## config.mk

```make
export PLATFORM = sky130hd
export DESIGN_NAME = product_drain_serializer
export DESIGN_NICKNAME = d
export VERILOG_FILES = /design/src/rtl/product_drain_serializer.sv
export SDC_FILE = /design/constraint.sdc
export NUM_CORES = 1
export LEC_CHECK = 0
export BUFFER_PORTS_ARGS = -buffer_cell sky130_fd_sc_hd__buf_2
export CORE_UTILIZATION = 40
export DETAILED_ROUTE_END_ITERATION = 7
export PLACE_DENSITY_LB_ADDON = 0.1
export SYNTH_ARGS = -nofsm -noshare
export SYNTH_HDL_FRONTEND = slang
export SYNTH_SLANG_ARGS = --single-unit
```

## constraint.sdc

```tcl
create_clock -name clk -period 2.2 [get_ports clk]
set_clock_uncertainty 0.1 [all_clocks]
set_input_delay 0.33 -clock clk [delete_from_list [all_inputs] [get_ports clk]]
set_output_delay 0.33 -clock clk [all_outputs]
set_load 0.02 [all_outputs]
```

## src/rtl/product_drain_serializer.sv

```systemverilog
// product_drain_serializer
//   Captures one DIM_C x DIM_A product matrix through a valid/ready handshake
//   and streams it out one element per accepted beat, row-major (c outer,
//   a inner), tagged with its (c, a) coordinates and a last flag. A matrix
//   offered during the final beat is captured in that same cycle, so
//   consecutive matrices drain without a bubble.
//
// Ports:
//   clk, rst         rising-edge clock, synchronous active-high reset
//   mat_valid/ready  matrix input handshake (mat_ready is combinational)
//   mat              packed product matrix, mat[c][a]
//   elem_valid/ready element output handshake
//   elem_data        mat[c][a] of the element being presented
//   elem_c, elem_a   coordinates of the presented element
//   elem_last        presented element is (DIM_C-1, DIM_A-1)
//   frames_done      count of fully drained matrices, wraps

`ifndef DIM_A
`define DIM_A 4
`endif
`ifndef DIM_C
`define DIM_C 4
`endif
`ifndef ACC_WIDTH
`define ACC_WIDTH 12
`endif

module product_drain_serializer #(
  parameter int DIM_A      = `DIM_A,
  parameter int DIM_C      = `DIM_C,
  parameter int ACC_WIDTH  = `ACC_WIDTH,
  parameter int FCNT_WIDTH = 16,
  localparam int CW = (DIM_C > 1) ? $clog2(DIM_C) : 1,
  localparam int AW = (DIM_A > 1) ? $clog2(DIM_A) : 1
) (
  input  logic                                       clk,
  input  logic                                       rst,
  input  logic                                       mat_valid,
  output logic                                       mat_ready,
  input  logic [DIM_C-1:0][DIM_A-1:0][ACC_WIDTH-1:0] mat,
  output logic                                       elem_valid,
  input  logic                                       elem_ready,
  output logic [ACC_WIDTH-1:0]                       elem_data,
  output logic [CW-1:0]                              elem_c,
  output logic [AW-1:0]                              elem_a,
  output logic                                       elem_last,
  output logic [FCNT_WIDTH-1:0]                      frames_done
);

  localparam logic [0:0] ST_IDLE  = 1'b0;
  localparam logic [0:0] ST_DRAIN = 1'b1;

  localparam logic [CW-1:0] C_MAX = CW'(DIM_C - 1);
  localparam logic [AW-1:0] A_MAX = AW'(DIM_A - 1);

  logic [0:0]                                 state_q, state_d;
  logic [DIM_C-1:0][DIM_A-1:0][ACC_WIDTH-1:0] buf_q, buf_d;
  logic [CW-1:0]                              c_q, c_d;
  logic [AW-1:0]                              a_q, a_d;
  logic [FCNT_WIDTH-1:0]                      frames_q, frames_d;

  logic draining;
  logic at_last;
  logic beat;
  logic capture;

  assign draining = (state_q == ST_DRAIN);
  assign at_last  = draining && (c_q == C_MAX) && (a_q == A_MAX);
  assign beat     = draining && elem_ready;

  // The buffer is free either when idle or when its final element is
  // leaving this very cycle; that second case is what removes the bubble.
  assign mat_ready = !rst && (!draining || (at_last && elem_ready));
  assign capture   = mat_valid && mat_ready;

  assign elem_valid  = draining;
  assign elem_data   = buf_q[c_q][a_q];
  assign elem_c      = c_q;
  assign elem_a      = a_q;
  assign elem_last   = at_last;
  assign frames_done = frames_q;

  always_comb begin
    // NOTE: every next-state signal gets a hold default first, so no path
    // through this block leaves a value unassigned and no latch is inferred.
    state_d  = state_q;
    buf_d    = buf_q;
    c_d      = c_q;
    a_d      = a_q;
    frames_d = frames_q;

    if (beat && at_last) begin
      frames_d = frames_q + 1'b1;
    end

    if (capture) begin
      buf_d   = mat;
      c_d     = '0;
      a_d     = '0;
      state_d = ST_DRAIN;
    end else if (beat) begin
      if (at_last) begin
        state_d = ST_IDLE;
      end else if (a_q == A_MAX) begin
        a_d = '0;
        c_d = c_q + 1'b1;
      end else begin
        a_d = a_q + 1'b1;
      end
    end
  end

  always_ff @(posedge clk) begin
    if (rst) begin
      state_q  <= ST_IDLE;
      // NOTE: the capture buffer is cleared on reset on purpose, so that
      // elem_data reads zero straight out of reset.
      buf_q    <= '0;
      c_q      <= '0;
      a_q      <= '0;
      frames_q <= '0;
    end else begin
      // NOTE: non-blocking assignments so every register updates from the
      // values present before the edge.
      state_q  <= state_d;
      buf_q    <= buf_d;
      c_q      <= c_d;
      a_q      <= a_d;
      frames_q <= frames_d;
    end
  end

endmodule

```

==> metrics.log <==
[metrics] number of global-route vias before repair: 8671
[metrics] total CTS buffers: 24
[metrics] vias: 8802
[metrics] status: complete, but fails checks
[metrics] leading cell type by number of instances after synthesis: sky130_fd_sc_hd__dfxtp_1
[metrics] worst IR drop on VDD: 0.415 mV
[metrics] endpoint required time on the critical path: 1.77 ns
[metrics] setup slack after layout: -0.450 ns
[metrics] area added between synthesis and finish: 48.7%
[metrics] cell area power density: 673 mW/mm2
[metrics] highest achievable clock rate: 377 MHz
[metrics] unrepaired setup endpoints after global routing: true
[metrics] post-route clock period utilization: 1.20
[metrics] buffers added on ports: 230
[metrics] TritonCTS clock tree: built
[metrics] startpoint of the worst setup timing path: elem_c[1]
[metrics] hold violation total from the final report: 0
[metrics] total die area: between 0.02 and 0.025 mm2
[metrics] total number of nets in the final design: 1660
[metrics] critical register-to-register path startpoint: elem_c[1]
[metrics] clock transition at the registers of the reported paths: 0.06 ns
[metrics] Synth cell types: 38
[metrics] number of iterations in the first detailed-routing pass: 5
[metrics] H-tree lvl count: 1
[metrics] Post-Syn Area: 0.00950 mm2
[metrics] insertion delay of the later-clocked pin in the worst-skew pair: 0.51 ns
[metrics] top post-synthesis cells by area: sky130_fd_sc_hd__dfxtp_1 45%, sky130_fd_sc_hd__nand2b_1 13%, sky130_fd_sc_hd__mux4_2 11%
[metrics] number of design-rule violations left by the first detailed-router iteration: 568
[metrics] Synth Net Count: around 1200
[metrics] HP Class: input port to register
[metrics] Crit path arrival time: 2.22 ns
[metrics] maximum buffer depth of the clock tree: 3
[metrics] share of synthesized registers carrying an async set or reset: 0
[metrics] Max transition margin: 0.331
[metrics] largest fanout on the critical path: 6
[metrics] nature of the critical path startpoint: register
[metrics] max-slew violation count: 0
[metrics] max_cap viols: 0
[metrics] GPL Wtd Cong: 0.774
[metrics] Die Ht: 156 um
[metrics] clock root buffer: sky130_fd_sc_hd__clkbuf_16
[metrics] fill cell total of the finished layout: 2071
[metrics] category of the critical setup timing path: register to output port
[metrics] overall routing resource usage: 0.243
[metrics] largest net degree at the start of global routing: 125
[metrics] global-route wire length before repair: 45.8 mm
[metrics] vias per cell: 4.90
[metrics] number of instances in the placed design: approximately 1500
[metrics] startpoint of the lowest-slack hold path: elem_ready
[metrics] Post-Route WL: 30.8 mm
[metrics] post-detailed-route wirelength per cell: 17.1 um
[metrics] power after layout: 0.00952 W
[metrics] Crit. End Element: output port
[metrics] number of nets with antenna violations after detailed routing: 0
[metrics] clock period minus final worst setup slack: 2.65 ns
[metrics] violated checks: setup timing
[metrics] share of final-layout standard cells stronger than drive strength 1: 0.264
[metrics] initial antenna violation count: 0
[metrics] post-synthesis instance total: 1048
[metrics] area share of the largest cell type after synthesis: 0.449
[metrics] actual transition at the worst max-transition pin: 1.00 ns
[metrics] ant diodes: 0
[metrics] cell type with the highest aggregate area in the netlist: sky130_fd_sc_hd__dfxtp_1
[metrics] core region area: 0.0234 mm2
[metrics] multi-input logic area: 0.00485 mm2
[metrics] commonest register cell after synthesis: sky130_fd_sc_hd__dfxtp_1
[metrics] HPWL after detailed placement: about 19 mm
[metrics] starting density of the core: 0.406
[metrics] final global-route overflow total: 0
[metrics] most frequent cells after synthesis: 213 x sky130_fd_sc_hd__dfxtp_1, 207 x sky130_fd_sc_hd__nand2_1, 194 x sky130_fd_sc_hd__nand2b_1
[metrics] number of enable-type register cells in the synthesized netlist: 0
[metrics] Reg area: around 0.0043 mm2
[metrics] number of sinks handled by clock tree synthesis: 213
[metrics] post-synthesis sequential area ratio: 0.449
[metrics] number of ports placed on the die boundary: 231
[metrics] P_leak: 5.58 nW
[metrics] count of endpoints failing setup in the final report: 12
[metrics] worst slack after detailed placement: -0.0193 ns
[metrics] mean area per synthesized cell: between 9 and 10 um2
[metrics] Yosys Warn Count: 0
[metrics] # rows: 56
[metrics] remaining routing DRC violations: 0
[metrics] flip-flop and latch count after synthesis: around 210
[metrics] Horiz. Die Dim: about 160 um
[metrics] Post-Layout Cell Count: between 1500 and 2000
## final timing paths
path / end / slack [ns] / depth (start not counted)
max: elem_data[0] / -0.45 / 6
min reg2reg: buf_q[138] / 0.36 / 2
min: frames_done[2] / 0.14 / 4
max reg2reg: buf_q[184] / 0.06 / 9
## per-layer routing
layer | vias up | global-route usage | wire length, um
li1 | 4391 | - | -
met1 | 4141 | 0.315 | 13400
met2 | 231 | 0.419 | 15100
met3 | 39 | 0.0383 | 1560
met4 | 0 | 0.0621 | 690
met5 | - | 0 | 0
## worst max-delay path: stages, from the launching register on
cell,delay [ns]
sky130_fd_sc_hd__dfxtp_4,0.44
sky130_fd_sc_hd__buf_12,0.14
sky130_fd_sc_hd__clkbuf_16,0.15
sky130_fd_sc_hd__mux4_2,0.55
sky130_fd_sc_hd__a22oi_2,0.17
sky130_fd_sc_hd__nand2_1,0.10
sky130_fd_sc_hd__buf_6,0.14
## cell usage in the layout, fill, tap and decap left out, types with 3 or more instances in the layout
master / count
sky130_fd_sc_hd__nand4_1: 3
sky130_fd_sc_hd__o21ai_1: 110
sky130_fd_sc_hd__nor3_1: 8
sky130_fd_sc_hd__clkbuf_1: 5
sky130_fd_sc_hd__nor2_1: 13
sky130_fd_sc_hd__mux2i_1: 3
sky130_fd_sc_hd__or4_1: 3
sky130_fd_sc_hd__o31ai_1: 3
sky130_fd_sc_hd__dlygate4sd3_1: 193
sky130_fd_sc_hd__clkbuf_16: 30
sky130_fd_sc_hd__nand2b_1: 194
sky130_fd_sc_hd__nand3_1: 5
sky130_fd_sc_hd__inv_1: 4
sky130_fd_sc_hd__a22oi_1: 13
sky130_fd_sc_hd__o21ai_0: 84
sky130_fd_sc_hd__a22oi_2: 11
sky130_fd_sc_hd__nand2_1: 205
sky130_fd_sc_hd__clkinv_2: 6
sky130_fd_sc_hd__clkbuf_8: 4
sky130_fd_sc_hd__mux4_2: 48
sky130_fd_sc_hd__or2_1: 3
sky130_fd_sc_hd__buf_6: 4
sky130_fd_sc_hd__xor2_1: 3
sky130_fd_sc_hd__dfxtp_1: 209
sky130_fd_sc_hd__buf_16: 5
sky130_fd_sc_hd__buf_4: 28
sky130_fd_sc_hd__buf_2: 224
sky130_fd_sc_hd__xnor2_1: 6
sky130_fd_sc_hd__a21oi_1: 8
sky130_fd_sc_hd__buf_12: 10
sky130_fd_sc_hd__or3_1: 3
## timing repair
action	CTS	global route
gates cloned	1	6
resized for setup	16	24
pin swaps	5	6
endpoints found under the hold margin	193	0
endpoints found under the setup margin	14	32
setup buffers	8	3
hold buffers	193	0
## power by group
group          switching [W]  internal [W]
Sequential          0.000138       0.00410
Combinational       0.000536      0.000695
Clock                0.00160       0.00245
Total                0.00227       0.00725
## final cells by class
class / count / area share
clock buffer: 34 / 0.0495
tap: 319 / 0.0282
timing repair buffer: 470 / 0.268
multi-input combinational: 748 / 0.343
clock inverter: 10 / 0.00752
sequential: 213 / 0.302
inverter: 4 / 0.00106
## registers in the layout, indices dropped and copies added, names as in the netlist
signal and flops:
elem_c 2, elem_a 2, frames_done 16, elem_valid 1
buf_q 192
## cell families after synthesis
logic type / Yosys count / share of synthesized area
flops: 213 / 0.449
xor+xnor: 9 / 0.00830
fa+ha+maj: 3 / 0.00395
buf+inv: 87 / 0.0495
simple gates: 452 / 0.240
compound gates: 232 / 0.131
mux: 52 / 0.118
## through the flow
step | utilization | setup TNS, ns | hold WS (ns) | instance area (um2)
4_1_cts | 0.592 | -4.96 | 0.125 | 13800
6_report | 0.604 | -4.85 | 0.141 | 14100
2_1_floorplan | - | 0 | 0.339 | 9510
5_1_grt | 0.604 | -5.75 | 0.163 | 14100
3_3_place_gp | 0.469 | -0.0217 | 0.351 | 11000
3_5_place_dp | 0.469 | -0.0460 | 0.353 | 11000
(Power assumes the default switching activity.)
